## src/rtl/tick_monitor.sv

```systemverilog
// Tick period monitor: measures rise-to-rise spacing of a divider strobe in
// clock-enabled cycles, flags missing ticks and reports lock on repeat periods.
module tick_monitor #(
  parameter int unsigned      CNT_W      = 26,
  parameter logic [CNT_W-1:0] MAX_PERIOD = 26'd20_000_000
) (
  input  logic             i_clk,
  input  logic             i_rst_n,
  input  logic             i_CE,
  input  logic             i_tick,
  output logic [CNT_W-1:0] o_period,
  output logic             o_valid,
  output logic             o_timeout,
  output logic             o_locked,
  output logic [1:0]       o_state
);

  typedef enum logic [1:0] {
    IDLE    = 2'd0,
    MEASURE = 2'd1,
    TIMEOUT = 2'd2
  } state_t;

  state_t           state_q, state_d;
  logic [CNT_W-1:0] cnt_q, cnt_d;
  logic [CNT_W-1:0] period_d;
  logic             r_tick_q, r_tick_d;
  logic             have_prev_q, have_prev_d;
  logic             valid_d, timeout_d, locked_d;
  logic             rise;

  // A level held high yields a single rise; nothing is seen while CE is low.
  assign rise    = i_CE & i_tick & ~r_tick_q;
  assign o_state = state_q;

  always_ff @(posedge i_clk or negedge i_rst_n) begin
    if (!i_rst_n) begin
      state_q     <= IDLE;
      cnt_q       <= '0;
      r_tick_q    <= 1'b0;
      have_prev_q <= 1'b0;
      o_period    <= '0;
      o_valid     <= 1'b0;
      o_timeout   <= 1'b0;
      o_locked    <= 1'b0;
    end else begin
      state_q     <= state_d;
      cnt_q       <= cnt_d;
      r_tick_q    <= r_tick_d;
      have_prev_q <= have_prev_d;
      o_period    <= period_d;
      o_valid     <= valid_d;
      o_timeout   <= timeout_d;
      o_locked    <= locked_d;
    end
  end

  always_comb begin
    state_d     = state_q;
    cnt_d       = cnt_q;
    r_tick_d    = r_tick_q;
    have_prev_d = have_prev_q;
    period_d    = o_period;
    valid_d     = 1'b0;
    timeout_d   = o_timeout;
    locked_d    = o_locked;
    if (i_CE) begin
      r_tick_d = i_tick;
      case (state_q)
        IDLE: begin
          cnt_d = '0;
          if (rise) begin
            state_d = MEASURE;
            cnt_d   = CNT_W'(1);
          end
        end
        MEASURE: begin
          // A rise on the saturation cycle still counts as a capture.
          if (rise) begin
            period_d    = cnt_q;
            valid_d     = 1'b1;
            cnt_d       = CNT_W'(1);
            locked_d    = (cnt_q == o_period) && have_prev_q;
            have_prev_d = 1'b1;
          end else if (cnt_q >= MAX_PERIOD) begin
            state_d     = TIMEOUT;
            timeout_d   = 1'b1;
            locked_d    = 1'b0;
            have_prev_d = 1'b0;
            cnt_d       = MAX_PERIOD;
          end else begin
            cnt_d = cnt_q + CNT_W'(1);
          end
        end
        TIMEOUT: begin
          cnt_d = MAX_PERIOD;
          if (rise) begin
            state_d   = MEASURE;
            timeout_d = 1'b0;
            cnt_d     = CNT_W'(1);
          end
        end
        default: begin
          state_d = IDLE;
          cnt_d   = '0;
        end
      endcase
    end
  end

endmodule
```

## config.mk

```make
export PLATFORM = sky130hd
export DESIGN_NAME = tick_monitor
export DESIGN_NICKNAME = d
export VERILOG_FILES = /design/src/rtl/tick_monitor.sv
export SDC_FILE = /design/constraint.sdc
export NUM_CORES = 1
export LEC_CHECK = 0
export ABC_CLOCK_PERIOD_IN_PS = 2100
export BUFFER_PORTS_ARGS = -buffer_cell sky130_fd_sc_hd__buf_2
export CAP_MARGIN = 20
export CORE_UTILIZATION = 53
export CTS_CLUSTER_DIAMETER = 200
export DETAILED_ROUTE_END_ITERATION = 10
export PLACE_DENSITY = 0.73
export SLEW_MARGIN = 0
export SYNTH_ARGS = -nofsm -noshare
export SYNTH_HDL_FRONTEND = slang
export SYNTH_SLANG_ARGS = --single-unit
```

## constraint.sdc

```tcl
create_clock -name i_clk -period 2.1 [get_ports i_clk]
set_clock_uncertainty 0.1 [all_clocks]
set_input_delay 0.63 -clock i_clk [delete_from_list [all_inputs] [get_ports i_clk]]
set_output_delay 0.63 -clock i_clk [all_outputs]
set_load 0.03 [all_outputs]
```

=== Yosys cells after proc, flatten, opt, wreduce, memory -nomap -nowiden ===
Index checks and enable logic that the tools add are counted.

* Equal/unequal tests: 7
* Shifts and indexed selects: 0
* Multiplexer cells: 19
* Add/subtract/negate cells: 1
* Divide/modulo/power cells: 0
* Bitwise gates (word level): 3
* $lt $le $gt $ge: 1
* Reduce and logical (&&, ||, !) cells: 9
* Multiply operators: 0

{| class="wikitable"
|+ Operators with widths
! kind !! count
|-
| $pmux W26 S3 || 1
|-
| $mux W26 || 2
|-
| $add A26 B1 Y26 const B || 1
|-
| $eq A26 B26 Y1 || 1
|-
| $ge A26 B25 Y1 const B || 1
|-
| $mux W25 || 1
|-
| $mux W1 || 10
|-
| $mux W2 || 3
|-
| $ne A2 B2 Y1 const B || 3
|-
| $reduce_and A3 Y1 || 2
|-
| $reduce_and A5 Y1 || 1
|-
| $pmux W2 S2 || 1
|-
| $reduce_and A4 Y1 || 1
|-
| $reduce_bool A2 Y1 || 2
|-
| $and A1 B1 Y1 || 2
|-
| $eq A2 B1 Y1 const B || 1
|-
| $eq A2 B2 Y1 const B || 1
|-
| $logic_not A2 Y1 || 1
|-
| $ne A2 B1 Y1 const B || 1
|-
| $pmux W1 S2 || 1
|-
| $reduce_or A2 Y1 || 1
|-
| $logic_and A1 B1 Y1 || 1
|-
| $not A1 Y1 || 1
|}

* Memories kept: 0
* RAM bits: 0
* Output and inout bits: 31
* Register bits: 59
* Latch bits: 0
* Memory bits (read-only): 0

=== Longest topological paths before layout ===
* Word-level depth: 5
* Depth in mapped cells: 8
* Gate-level depth less buffers: 6

=== Worst setup path after synthesis ===
No wires, ideal clock.

* Kind: input -> register
* From: input port i_tick
* To: register o_period[0]
* Data required time: 1.875 ns
* Slack: 0.060 ns
* Library setup time: 0.125 ns
* Arrival: 1.816 ns
* Stages: 5
* Cells stage by stage: nand3b_1 -> nor3b_1 -> buf_2 -> buf_2 -> mux2_2

* Longest elaborated chain between the ends: 3

{| class="wikitable"
|+ Ends and longest elaborated chain
! what !! line !! source
|-
| start: declaration || 10 || <nowiki>input logic i_tick,</nowiki>
|-
| $and A1 B1 Y1 (2 in a row) || 33 || <nowiki>assign rise = i_CE & i_tick & ~r_tick_q;</nowiki>
|-
| $reduce_and A3 Y1 (no source line) || -- ||
|-
| end signal: assignment || 51 || <nowiki>o_period <= period_d;</nowiki>
|-
| end: declaration || 11 || <nowiki>output logic [CNT_W-1:0] o_period,</nowiki>
|}

Every way passes these cells.
A chain may end at the register's enable or synchronous reset.

=== Worst setup path after layout ===
* From: register cnt_q[13]
* To: register cnt_q[0]

* Longest elaborated chain between the ends: 4

{| class="wikitable"
|+ Ends and longest elaborated chain
! what !! line !! source
|-
| start: declaration || 25 || <nowiki>logic [CNT_W-1:0] cnt_q, cnt_d;</nowiki>
|-
| start signal: assignment || 48 || <nowiki>cnt_q <= cnt_d;</nowiki>
|-
| $ge A26 B25 Y1 || 85 || <nowiki>end else if (cnt_q >= MAX_PERIOD) begin</nowiki>
|-
| $mux W26 || 85 ||
|-
| $mux W26 || 79 || <nowiki>if (rise) begin</nowiki>
|-
| $pmux W26 S3 || 69 || <nowiki>case (state_q)</nowiki>
|}

Every way passes these cells.

==> flow_metrics.py <==
metrics = {
    "run_status": {
        "outcome": "finished, final reports clean",
    },
    "die": {
        "rows": 29,
        "die_width_um": 82.9,
        "die_height_um": 82.9,
        "floorplan.io_pins": 35,
        "fp.coreArea_sq_um": 6350,
        "die_area_sq_um": 6880,
        "initial_core_util_pct": 54.7,
    },
    "cells_and_area": {
        "layout_fillers": 527,
        "finish.net_count": 394,
        "drive_above_1_share_pct": 35.7,
        "stdcell_count": 469,
        "highest_count_cells_in_the_layout_ignoring_fill_and_taps": "sky130_fd_sc_hd__dfrtp_1 (56), sky130_fd_sc_hd__buf_4 (38), sky130_fd_sc_hd__buf_2 (34)",
        "insertedDiodeCount": 0,
        "synthToLayoutAreaGrowth_pct": 19.1,
        "mostFrequentLayoutCell": "sky130_fd_sc_hd__dfrtp_1",
    },
    "yosys": {
        "most_area_hungry_cell_type_in_the_yosys_netlist": "sky130_fd_sc_hd__dfrtp_1",
        "asyncSetResetFlopFracSynth_pct": 100,
        "synth.ff_latch_count": 59,
        "synth.yosys.seq_area_share_pct": 42.5,
        "number_of_enable_flip_flop_cells_after_synthesis": 0,
        "dominantRegCellSynth": "sky130_fd_sc_hd__dfrtp_1",
        "yosysUniqueCellTypes": 66,
        "synthesized_cell_area_sq_um": 3470,
        "area_share_of_the_largest_cell_type_after_synthesis_pct": 42.5,
        "yosysWarningCount": 0,
        "synth.top_cells.by_area": "sky130_fd_sc_hd__dfrtp_1 (43%), sky130_fd_sc_hd__mux2_2 (8.8%), sky130_fd_sc_hd__xor2_1 (4.3%), sky130_fd_sc_hd__xnor2_1 (2.8%), sky130_fd_sc_hd__a31oi_1 (2.5%)",
        "synthCells": 332,
        "syn-num-nets": 338,
        "post_synthesis_average_cell_area_sq_um": 10.5,
    },
    "power": {
        "switching_share_pct": 30.3,
        "internal-power_mw": 2.11,
        "clock_power_share_pct": 34.4,
        "combPwrFrac_pct": 22.2,
        "power-per-cell-area_nw_per_um2": 731,
        "vdd_ir_drop_max_uv": 531,
        "power.net_switching_mw": 0.916,
        "p_seq_share_pct": 43.4,
        "p_leak_nw": 1.97,
    },
    "timing": {
        "setup_viol": 0,
        "finalCriticalPeriod_ns": 2.00,
        "fin_crit_sh_pct": 95.4,
        "worst_hold_check_slack_ns": 0.392,
        "setup-tns-final_ns": 0,
        "tightestPinTransition_ns": 0.403,
        "fmax_mhz": 499,
        "timing_max_transition_violations_final": 0,
        "timing.final.hold_violations": 0,
        "slew_headroom_pct": 72.9,
        "setup_repair_after_global_routing_missed_its_margin": "no",
    },
    "grt": {
        "globalRoute.totalOverflow": 0,
        "vias_in_the_first_global_route": 2730,
        "pin_count_of_the_biggest_net_entering_global_routing": 37,
        "antenna_found_initial": 0,
        "grt_pass1_wl_um": 13700,
        "gr-usage-all-layers_pct": 25.5,
    },
    "drt": {
        "post-route-drc-count": 0,
        "route.detailed.vias_per_inst": 6.07,
        "vias": 2849,
        "drt_pass1_iterations": 4,
        "detail_route.iter0.violations": 158,
        "detail-route-antenna-nets": 0,
        "postRouteWirelength_um": 8180,
        "routed_wire_length_per_instance_um": 17.4,
    },
    "setup_path": {
        "start_kind": "flip-flop",
        "number_of_cells_traversed_by_the_worst_register_to_register_path": 5,
        "critPathMaxFanout": 11,
        "cp_data_arrival_time_ns": 2.12,
        "cp-end-kind": "flip-flop",
        "wp_data_required_ns": 2.22,
        "critical_path_class": "reg2reg",
    },
    "clock_network": {
        "clock_path_buffers": 2,
        "clock_buffers_created_by_tritoncts": 9,
        "clkTransAtPathRegs_ns": 0.06,
        "clk_latency_ns": 0.35,
        "clkSinkCount": 59,
        "postCtsSetupRepairBufs": 0,
        "cts-htree-levels": 3,
        "ctsRootBufferMaster": "sky130_fd_sc_hd__clkbuf_8",
        "cts_tree": "done",
    },
    "hold_path": {
        "hold_path_cell_cnt": 1,
        "min_path_type": "reg2reg",
    },
    "placed_design": {
        "dp.final_hpwl_um": 5990,
        "place_inst": 453,
        "routability_cong": 0.882,
        "total_of_buffers_placed_on_input_and_output_ports": 34,
    },
    "run": {
        "cap_violations": 0,
    },
}
critical path, stage by stage (launching register included):
cell                      delay, ns
sky130_fd_sc_hd__dfrtp_1       0.42
sky130_fd_sc_hd__a211o_1       0.32
sky130_fd_sc_hd__a21o_1        0.23
sky130_fd_sc_hd__o21ai_4       0.32
sky130_fd_sc_hd__nand2_1       0.12
sky130_fd_sc_hd__o41ai_1       0.36
Yosys cell counts, types with 2 or more instances:
library cell / instances
sky130_fd_sc_hd__nor2b_1: 2
sky130_fd_sc_hd__nand4_1: 14
sky130_fd_sc_hd__buf_4: 2
sky130_fd_sc_hd__ha_1: 2
sky130_fd_sc_hd__a21o_1: 3
sky130_fd_sc_hd__mux2i_1: 7
sky130_fd_sc_hd__nand3b_1: 4
sky130_fd_sc_hd__o21ai_0: 7
sky130_fd_sc_hd__o41ai_1: 2
sky130_fd_sc_hd__nor4_1: 9
sky130_fd_sc_hd__nor3_4: 2
sky130_fd_sc_hd__nor2_1: 13
sky130_fd_sc_hd__buf_2: 17
sky130_fd_sc_hd__and3_1: 5
sky130_fd_sc_hd__o31ai_1: 3
sky130_fd_sc_hd__inv_1: 9
sky130_fd_sc_hd__nand2_1: 12
sky130_fd_sc_hd__mux2_2: 27
sky130_fd_sc_hd__o21ai_1: 6
sky130_fd_sc_hd__a311oi_1: 3
sky130_fd_sc_hd__dfrtp_1: 59
sky130_fd_sc_hd__a31o_2: 2
sky130_fd_sc_hd__nand3_1: 14
sky130_fd_sc_hd__xnor2_1: 11
sky130_fd_sc_hd__nand2b_1: 3
sky130_fd_sc_hd__a31oi_1: 14
sky130_fd_sc_hd__nor3_1: 5
sky130_fd_sc_hd__nand4b_1: 2
sky130_fd_sc_hd__and4_1: 5
sky130_fd_sc_hd__or2_4: 2
sky130_fd_sc_hd__nor3b_1: 2
sky130_fd_sc_hd__clkbuf_1: 10
sky130_fd_sc_hd__xor2_1: 17
sky130_fd_sc_hd__or3_1: 4
sky130_fd_sc_hd__a311oi_2: 2
metal layers:
layer  global-route usage (%)  wire, um  up-vias  part of all wire [%]
met5                        0         0        -                     0
li1                         -         -     1343                     -
met1                     33.9      3600     1398                    44
met3                     4.87       428       21                   5.2
met2                     39.2      3850       87                    47
met4                     14.1       301        0                   3.7
final timing paths:
| kind | end | start | slack [ns] |
|---|---|---|---|
| hold / removal | o_timeout$_DFFE_PN0P_ | o_timeout$_DFFE_PN0P_ | 0.39 |
| hold reg to reg | o_timeout$_DFFE_PN0P_ | o_timeout$_DFFE_PN0P_ | 0.39 |
| setup / recovery | cnt_q[0]$_DFFE_PN0P_ | cnt_q[13]$_DFFE_PN0P_ | 0.1 |
| setup reg to reg | cnt_q[0]$_DFFE_PN0P_ | cnt_q[13]$_DFFE_PN0P_ | 0.1 |
| max in group asynchronous | cnt_q[4]$_DFFE_PN0P_ | i_rst_n | 0.86 |
| min in group asynchronous | r_tick_q$_DFFE_PN0P_ | i_rst_n | 0.53 |
power groups by stage:
stage,Sequential (mW),Combinational [mW],Clock [mW]
floorplan,1.43,0.327,0
global placement,1.33,0.651,0
detailed placement,1.33,0.663,0
CTS,1.31,0.671,1.07
global route,1.33,0.725,1.11
finish,1.31,0.671,1.04
layout make-up:
| type | instances | area (sq um) | share of cell area (%) |
|---|---|---|---|
| Clock buffer | 13 | 159 | 3.84 |
| Sequential cell | 59 | 1480 | 35.8 |
| Timing Repair Buffer | 75 | 505 | 12.2 |
| Inverter | 11 | 41.3 | 0.999 |
| Tap cell | 77 | 96.3 | 2.33 |
| Clock inverter | 2 | 35.0 | 0.847 |
| Multi-Input combinational cell | 232 | 1820 | 43.9 |
through the flow:
step	area [sq um]	util (%)	power (mW)	setup slack (ns)
after floorplan	3470	-	1.76	0.0596
after global placement	3920	61.7	1.98	0.108
after detailed placement	3920	61.7	2.00	0.0707
after CTS	4120	64.9	3.05	0.0554
after global routing	4130	65.1	3.16	0.0109
final	4130	65.1	3.02	0.0975
state kept, by name, summed over array words and instances (netlist names):
name,count
o_state,2
r_tick_q,1
cnt_q,26
o_period,26
o_valid,1
o_timeout,1
have_prev_q,1
o_locked,1
kinds of logic after synthesis:
family                   count (synthesis)  synth area share (%)
buffers and inverters                   41                  5.48
AO/OA/AOI/OAI                           64                  14.7
adder cells (fa/ha/maj)                  2                 0.721
AND/OR/NAND/NOR                        104                  18.7
XOR/XNOR                                28                  7.07
flip-flops                              59                  42.5
multiplexers                            34                  10.8
timing repair:
action | in CTS | in global routing
hold buffers | 1 | 0
resized for setup | 0 | 5
setup endpoints to repair | 0 | 7
hold endpoints to repair | 1 | 0
(Power assumes the default switching activity.)
